$ cat src/rtl/panel_pkg.sv
// Shared definitions for the digital panel: display geometry, shift-register
// mode encodings and the scroll sequencer state type.
package panel_pkg;

  localparam int unsigned SEG_W   = 7;
  localparam int unsigned DIGITS  = 4;
  localparam int unsigned FRAME_W = SEG_W * DIGITS;

  localparam logic [1:0] S_HOLD = 2'b00;
  localparam logic [1:0] S_SHR  = 2'b01;
  localparam logic [1:0] S_SHL  = 2'b10;
  localparam logic [1:0] S_LOAD = 2'b11;

  typedef enum logic [1:0] {
    IDLE,
    LOAD,
    HOLD
  } state_t;

endpackage

$ cat src/rtl/panel_frame_mux.sv
// Selects a 4-character window starting at pos from a message of len characters,
// wrapping indices modulo len; leftmost digit lands in the top bits of the frame.
module panel_frame_mux
  import panel_pkg::*;
#(
  parameter int unsigned CHARS = 8
) (
  input  logic [SEG_W*CHARS-1:0]   msg,
  input  logic [$clog2(CHARS):0]   len,
  input  logic [$clog2(CHARS)-1:0] pos,
  output logic [FRAME_W-1:0]       frame
);

  localparam int unsigned PW = $clog2(CHARS);
  localparam int unsigned IW = PW + 2;

  logic [SEG_W-1:0] chars [CHARS];
  logic [IW-1:0]    idx;

  always_comb begin
    for (int unsigned k = 0; k < CHARS; k++) begin
      chars[k] = msg[SEG_W*k +: SEG_W];
    end
  end

  // pos < len and offset <= 3, so three conditional subtractions reduce any
  // index below len even for a one-character message.
  always_comb begin
    frame = '0;
    idx   = '0;
    for (int unsigned d = 0; d < DIGITS; d++) begin
      idx = IW'(pos) + IW'(d);
      for (int unsigned k = 0; k < DIGITS - 1; k++) begin
        if (idx >= IW'(len)) idx = idx - IW'(len);
      end
      frame[FRAME_W-1-SEG_W*d -: SEG_W] = chars[idx[PW-1:0]];
    end
  end

endmodule

$ cat src/rtl/panel_scroll_ctrl.sv
// Scroll sequencer for the 28-bit panel display register: periodically loads a
// sliding 4-character window of a latched message, stepping left or right.
module panel_scroll_ctrl
  import panel_pkg::*;
#(
  parameter int unsigned CHARS = 8,
  parameter int unsigned DIV_W = 24
) (
  input  logic                     clk,
  input  logic                     clr,
  input  logic                     start,
  input  logic                     stop,
  input  logic                     dir,
  input  logic [SEG_W*CHARS-1:0]   msg,
  input  logic [$clog2(CHARS):0]   msg_len,
  input  logic [DIV_W-1:0]         period,
  output logic                     reg_load,
  output logic [1:0]               reg_s,
  output logic                     reg_m_sig,
  output logic [FRAME_W-1:0]       reg_d,
  output logic                     busy,
  output logic                     wrap
);

  localparam int unsigned PW = $clog2(CHARS);
  localparam int unsigned LW = PW + 1;

  state_t                 state, state_nx;
  logic [PW-1:0]          pos, pos_nx, pos_adv;
  logic [LW-1:0]          pos_inc;
  logic [DIV_W-1:0]       cnt, cnt_nx, per, per_nx;
  logic [LW-1:0]          len, len_nx;
  logic [SEG_W*CHARS-1:0] msg_q, msg_nx;
  logic [FRAME_W-1:0]     frame_nx;

  assign reg_s     = S_HOLD;
  assign reg_m_sig = 1'b0;

  always_comb begin
    pos_inc = LW'(pos) + LW'(1);
    if (dir) pos_adv = (pos == '0) ? PW'(len - LW'(1)) : pos - PW'(1);
    else     pos_adv = (pos_inc == len) ? '0 : pos_inc[PW-1:0];
  end

  always_comb begin
    state_nx = state;
    pos_nx   = pos;
    cnt_nx   = cnt;
    per_nx   = per;
    len_nx   = len;
    msg_nx   = msg_q;
    unique case (state)
      IDLE: begin
        if (start && !stop && msg_len != '0) begin
          msg_nx   = msg;
          len_nx   = (msg_len > LW'(CHARS)) ? LW'(CHARS) : msg_len;
          per_nx   = (period == '0) ? DIV_W'(1) : period;
          pos_nx   = '0;
          cnt_nx   = '0;
          state_nx = LOAD;
        end
      end
      LOAD: begin
        if (per == DIV_W'(1)) begin
          pos_nx   = pos_adv;
          state_nx = LOAD;
        end else begin
          cnt_nx   = DIV_W'(1);
          state_nx = HOLD;
        end
      end
      HOLD: begin
        if (cnt == per - DIV_W'(1)) begin
          pos_nx   = pos_adv;
          cnt_nx   = '0;
          state_nx = LOAD;
        end else begin
          cnt_nx = cnt + DIV_W'(1);
        end
      end
      default: state_nx = IDLE;
    endcase
    if (stop && state != IDLE) begin
      state_nx = IDLE;
      cnt_nx   = '0;
    end
  end

  panel_frame_mux #(.CHARS(CHARS)) u_frame_mux (
    .msg   (msg_nx),
    .len   (len_nx),
    .pos   (pos_nx),
    .frame (frame_nx)
  );

  // Outputs are registered from the next-state view so the load strobe and
  // its frame appear in the same cycle the state enters LOAD.
  always_ff @(posedge clk) begin
    if (clr) begin
      state    <= IDLE;
      pos      <= '0;
      cnt      <= '0;
      per      <= '0;
      len      <= '0;
      msg_q    <= '0;
      reg_load <= 1'b0;
      reg_d    <= '0;
      busy     <= 1'b0;
      wrap     <= 1'b0;
    end else begin
      state    <= state_nx;
      pos      <= pos_nx;
      cnt      <= cnt_nx;
      per      <= per_nx;
      len      <= len_nx;
      msg_q    <= msg_nx;
      reg_load <= (state_nx == LOAD);
      busy     <= (state_nx != IDLE);
      wrap     <= (state_nx == LOAD) && (state != IDLE) && (pos_nx == '0);
      if (state_nx == LOAD) reg_d <= frame_nx;
    end
  end

endmodule

$ cat config.mk
export PLATFORM = sky130hd
export DESIGN_NAME = panel_scroll_ctrl
export DESIGN_NICKNAME = d
export VERILOG_FILES = /design/src/rtl/panel_pkg.sv /design/src/rtl/panel_frame_mux.sv /design/src/rtl/panel_scroll_ctrl.sv
export SDC_FILE = /design/constraint.sdc
export NUM_CORES = 1
export LEC_CHECK = 0
export CAP_MARGIN = 20
export CORE_MARGIN = 3
export CORE_UTILIZATION = 37
export CTS_CLUSTER_DIAMETER = 30
export DETAILED_ROUTE_END_ITERATION = 8
export GPL_ROUTABILITY_DRIVEN = 0
export PLACE_DENSITY_LB_ADDON = 0.08
export SLEW_MARGIN = 30
export SYNTH_ARGS = -nofsm -noshare
export SYNTH_HDL_FRONTEND = slang
export SYNTH_SLANG_ARGS = --single-unit
export TNS_END_PERCENT = 50
$ cat constraint.sdc
create_clock -name clk -period 15.3 [get_ports clk]
set_input_delay 3.06 -clock clk [delete_from_list [all_inputs] [get_ports clk]]
set_output_delay 3.06 -clock clk [all_outputs]
set_load 0.02 [all_outputs]
==> results.txt <==
peak supply drop - 99.0 uV
CP startpoint - msg_len[0]
vias in the first global route - 9934
largest family of logic cells by synthesized area - simple AND/OR/NAND/NOR gates
TritonRoute pass-1 iters - 5
row count - 63
Setup crit end - reg_d[6]$_SDFFE_PP0P_
RSZ-0062 raised after global routing - no
Setup violations, final - 0
post-DP HPWL - 26.3 mm
commonest cells after routing, fill and taps aside - 157 x nand2_1, 144 x dfxtp_1, 127 x nor2_1
register area share after synthesis - 0.255
Die Wd - 181 um
CP Capture Type - register
Area Growth Syn to Fin - 19.6%
Layout Nets - 1596
vias per cell - 5.62
root buffer cell - clkbuf_16
post-cts sizing count - 0
Yosys reg bits - 144
buffers added on ports - 119
Initial Util - 0.378
Synth Flop Type - dfxtp_1
critical path launch point type - input pin
Distinct cells, synth - 91
io pins - 123
crit path DAT - 11.81 ns
area of the die - 32600 um^2
Syn Inst Count - 1353
Antenna Violating Nets Remaining - 0
cell area after synthesis - 11300 um^2
worst min-delay path class - reg -> reg
vias - 10300
xor/xnor share of the synthesized area - 0.0462
sink count of the clock tree - 144
max-cap violations - 0
Clock Pin Slew Worst Setup and Hold Paths - 0.07 ns
GRT Total Usage - 0.212
drt drc - 0
Least-Margin Pin Slew - 0.850 ns
overall routed net length - 35.2 mm
kind of critical path - in -> reg
Crit path top cell by count - ha_1
total core area - 29900 um^2
Post-Synth Adder-Cell Area - 0.0849
WL/cell - 19.2 um
Post-synth EDFFs - 0
most common cell after layout, fill and taps aside - nand2_1
Power Dens Cells - 156 nW/um^2
achievable frequency - 87.4 MHz
DIE HEIGHT - 181 um
setup TNS - 0 ns
Post-synth ARST share - 0
R2R Path End - reg_d[6]$_SDFFE_PP0P_
final hold viol count - 0
Setup Skew - 0.0128 ns
CTS tree - done
layout cell share with drive strength beyond 1 - 0.102
grt total ovfl - 0
largest net degree at the start of global routing - 97
Max stage delay on crit path - 0.59 ns
Min Hold Slack - 0.462 ns
Worst-Skew Late Latency - 0.44 ns
diode count - 0
count of pins over their slew limit - 0
mux contribution to synthesized area - 0.176
Max transition margin - 0.430
Place WS - 3.46 ns
WHS Path Cells - 2
worst reg2reg startpoint - per[10]$_SDFFE_PP0P_
CTS buffer count - 17
DRT iter0 DRCs - 648
Slowest-stage cell, CP - mux2i_4
Synth Area in Simple Gates - 0.212
final worst slack - 3.85 ns
R2R Setup Slk - 5.04 ns
Avg Inst Size Synth - 8.34 um^2
initial antenna violation count - 0
number of cells on the worst reg-to-reg path - 35
post-synthesis compound-gate area fraction - 0.182
status - completed
period utilization - 0.748
WP data required - 15.66 ns
# H-tree levels - 4
fin crit period - 11.45 ns
Synthesis Warnings - 0
hold buffers post-CTS - 0
worst-path fanout max - 12
leak pwr - 5.49 nW
Max clock buf depth - 2
first-pass GRT wire length - 55.8 mm
Post-CTS Setup Inserts - 0
==> power breakdown <==
| group | leakage [nW] | internal, mW | switching, mW |
|---|---|---|---|
| combinational | 4.01 | 0.508 | 0.689 |
| sequential | 1.17 | 0.410 | 0.0275 |
| clock | 0.311 | 0.295 | 0.178 |
| total | 5.49 | 1.21 | 0.894 |
==> critical path, delay by kind of cell <==
family	cells	cell delay [ns]
and+or+nand+nor	11	2.62
AOI/OAI and AO/OA	11	2.10
muxes	5	1.69
adders and majority gates	4	1.16
buffers and inverters	3	0.87
xor gates and xnor gates	1	0.27
==> stage by stage <==
step | power (mW) | cell area [um^2] | utilization | instances
after floorplan | 1.29 | 11300 | - | 1355
after global placement | 1.60 | 12800 | 0.428 | 1806
after detailed placement | 1.63 | 12800 | 0.430 | 1808
after CTS | 2.11 | 13500 | 0.451 | 1840
after global routing | 2.23 | 13500 | 0.452 | 1840
final | 2.11 | 13500 | 0.452 | 1840
==> layer usage <==
metal / track usage / wire length, um / vias to the layer above
met1: 0.279 / 16100 / 4987
met2: 0.365 / 17200 / 245
met3: 0.0337 / 1450 / 36
met5: 0 / 0 / -
met4: 0.0467 / 510 / 0
li1: - / - / 5069
==> how the worst min path moves through the flow <==
stage | from | to | slack, ns
finish | reg_d[18]$_SDFFE_PP0P_ | reg_d[18]$_SDFFE_PP0P_ | 0.46
global placement | reg_d[17]$_SDFFE_PP0P_ | reg_d[17]$_SDFFE_PP0P_ | 0.45
global route | reg_d[16]$_SDFFE_PP0P_ | reg_d[16]$_SDFFE_PP0P_ | 0.48
floorplan | per[13]$_SDFFE_PP0P_ | per[13]$_SDFFE_PP0P_ | 0.46
CTS | reg_d[17]$_SDFFE_PP0P_ | reg_d[17]$_SDFFE_PP0P_ | 0.46
detailed placement | reg_d[17]$_SDFFE_PP0P_ | reg_d[17]$_SDFFE_PP0P_ | 0.45
==> synthesized netlist by cell type (8+ instances only) <==
master      n  area, um^2
nand2_1   157         589
dfxtp_1   144        2880
nor2_1    128         480
mux2i_1   120        1200
a21oi_1    78         390
o21ai_0    64         320
ha_1       59         738
clkbuf_1   54         203
inv_1      39         146
mux2_2     39         439
xor2_1     29         254
xnor2_1    28         245
nor3_1     24         120
nand3_1    23         115
nor2b_1    22         138
a21o_1     19         143
nand2b_1   19         119
nor4_1     18         113
nand4_1    14        87.6
mux4_2     12         270
nand3b_1   12        90.1
fa_1       11         220
o211ai_1   11        82.6
or4_1      11        82.6
and3_1     10        62.6
o31ai_1    10        75.1
a211oi_1    9        67.6
a221o_1     9        90.1
and2_1      9        56.3
a32oi_1     8        70.1
o21a_1      8        60.1
or2_2       8        50.1
or3_1       8        50.1
==> layout make-up <==
type | instances | area [um^2]
clock inverter | 12 | 205
timing repair buffer | 136 | 1350
inverter | 40 | 150
fill | 2945 | 16400
sequential | 144 | 2880
multi-input combinational | 1098 | 7990
tap | 390 | 488
clock buffer | 20 | 447
==> kinds of logic (layout without fill, tap and decap cells) <==
| kind of cell | count (synthesis) | count (layout) |
|---|---|---|
| mux | 176 | 176 |
| buf+inv | 113 | 208 |
| flops | 144 | 144 |
| simple gates | 491 | 491 |
| fa+ha+maj | 70 | 70 |
| xor+xnor | 58 | 58 |
| other cells | 1 | 3 |
| compound gates | 300 | 300 |
==> registers in the layout, summed over array words and instances (netlist names) <==
name      flops
busy          1
len           4
cnt          24
reg_d        28
wrap          1
pos           3
reg_load      1
msg_q        56
state         2
per          24
(Power assumes the default switching activity.)
==> RTL edit, RTL diff (same flow settings) <==
`DIV_W`: 24 -> 32.
--- a/src/rtl/panel_scroll_ctrl.sv
+++ b/src/rtl/panel_scroll_ctrl.sv
@@ -5,5 +5,5 @@
 #(
   parameter int unsigned CHARS = 8,
-  parameter int unsigned DIV_W = 24
+  parameter int unsigned DIV_W = 32
 ) (
   input  logic                     clk,
Ports: changed (resized period); port bits go from 123 to 131. No check against the original RTL was run, so the function may have changed too.
==> RTL edit against the unedited design <==
Critical path depth grew 4; design area grew 6.7%; power shrank 2.9%; area after synthesis grew 7.5%; wire length grew 7.0%; clock skew shrank 0.0021 ns; global-route usage grew 0.21 points; worst setup slack lost 0.71 ns; sequential cell count grew 16; combinational power shrank 5%; register-to-register slack lost 1.5 ns; critical endpoint is now reg_d[0]$_SDFFE_PP0P_.
==> RTL edit: results <==
export IMPL_status="completed"
export IMPL_cts_root_buffer="sky130_fd_sc_hd__clkbuf_16"
export IMPL_detail_route_wl_per_cell_um=19.5
export IMPL_top_regs="msg_q (56), cnt (32), per (32)"
export IMPL_final_cells=1935
export IMPL_number_of_i_o_port_buffers=127
export IMPL_detailed_place_hpwl_um=28600
export IMPL_worst_setup_hold_path_clk_slew_ns=0.07
export IMPL_fraction_of_final_layout_cells_sized_beyond_drive_strength_1_pct=8.27
export IMPL_multiInputCombCellCount=1126
export IMPL_synthAdderAreaFrac_pct=8.17
export IMPL_cts_path_max_buffers=2
export IMPL_critPathSlowestCell="sky130_fd_sc_hd__nor3_1"
export IMPL_gr_usage_met3_pct=3.84
export IMPL_synth_warnings=0
export IMPL_vias=10797
export IMPL_firstDrtPassIters=5
export IMPL_top_delay_family_on_crit_path="compound AO/OA/AOI/OAI gates"
export IMPL_multi_input_area_share_pct=59.0
export IMPL_synth_xor_area_share_pct=5.22
export IMPL_power_leakage_nw=5.88
export IMPL_synth_compound_gate_area_share_pct=18.0
export IMPL_layout_non_clock_inverters=38
export IMPL_grtUsageMet2_pct=36.1
export IMPL_fillCellCount=3166
export IMPL_post_synth_most_frequent_cells="160 x sky130_fd_sc_hd__dfxtp_1, 150 x sky130_fd_sc_hd__mux2i_1, 123 x sky130_fd_sc_hd__nand2_1"
export IMPL_grt_first_pass_wirelength_um=59900
export IMPL_number_of_nets_in_the_finished_design=1656
export IMPL_synth_top_cells_by_area="sky130_fd_sc_hd__dfxtp_1 26%, sky130_fd_sc_hd__mux2i_1 12%, sky130_fd_sc_hd__ha_1 6.2%"
export IMPL_clock_sinks=160
export IMPL_syn_instance_count=1400
export IMPL_pre_cts_ws_ns=2.72
export IMPL_cts_made_buffers=17
export IMPL_fin_skew_ns=0.0107
export IMPL_min_delay_path_depth=1
export IMPL_post_synth_cell_area_avg_um2=8.67
export IMPL_grt_max_degree=63
export IMPL_synth_lib_cells_used_distinct=90
export IMPL_clock_area_share_pct=4.04
export IMPL_antenna_cells=0
export IMPL_bufAreaShareNonClock_pct=9.96
export IMPL_power_switching_mw=0.844
export IMPL_r2r_worst_path_cells=42
export IMPL_critical_path_arrival_ns=12.55
export IMPL_synth_seq_area_share_pct=26.4
export IMPL_non_clock_buffer_count=144
export IMPL_met1_routing_resource_usage_after_global_routing_pct=27.4
export IMPL_detail_route_iter0_violations=587
export IMPL_crit_fanout=14
export IMPL_synthMuxAreaShare_pct=18.2
export IMPL_multiInputGateArea_um2=8500
export IMPL_hp_class="flip-flop to flip-flop"
export IMPL_global_route_usage_total_pct=21.4
export IMPL_irDropWorstVdd_mv=0.0931
export IMPL_critPathMaxStageDelay_ns=0.61
export IMPL_seqCellArea_um2=3200
export IMPL_relative_slew_margins_pct=32.8
RTL edit: changes by cell type after synthesis, sizes merged, moves of 9 or more:
cell | unedited run | this run
nand3 | 23 | 13
dfxtp | 144 | 160
mux4 | 12 | 29
nor3b | 7 | 16
nand2 | 157 | 123
mux2i | 123 | 150
a21oi | 80 | 112
mux2 | 41 | 3
o211ai | 12 | 24
and3 | 10 | 26
o31ai | 13 | 4
RTL edit: worst paths after layout:
path | slack [ns] | end | startpoint
setup / recovery | 3.14 | reg_d[0]$_SDFFE_PP0P_ | msg_len[0]
hold / removal | 0.46 | reg_d[24]$_SDFFE_PP0P_ | reg_d[24]$_SDFFE_PP0P_
setup reg to reg | 3.59 | reg_d[0]$_SDFFE_PP0P_ | per[0]$_SDFFE_PP0P_
hold reg to reg | 0.46 | reg_d[24]$_SDFFE_PP0P_ | reg_d[24]$_SDFFE_PP0P_
RTL edit: per-layer routing:
layer | vias up | wire (µm)
met4 | 0 | 1090
met5 | - | 0
li1 | 5324 | -
met3 | 44 | 1330
met2 | 229 | 18000
met1 | 5200 | 17200
RTL edit: kinds of logic (layout without fill, tap and decap cells):
group,Yosys count,in the layout
buffers and inverters,116,214
other,1,3
and+or+nand+nor,468,468
DFF,160,160
AOI/OAI and AO/OA,332,332
adders and majority gates,72,72
muxes,182,182
xor gates and xnor gates,69,69
RTL edit: power groups by stage:
stage / sequential, mW / combinational (mW) / clock (mW)
after floorplan: 0.491 / 0.812 / 0
after CTS: 0.473 / 1.14 / 0.449
after detailed placement: 0.482 / 1.13 / 0
final: 0.473 / 1.14 / 0.435
after global routing: 0.477 / 1.23 / 0.466
after global placement: 0.483 / 1.09 / 0
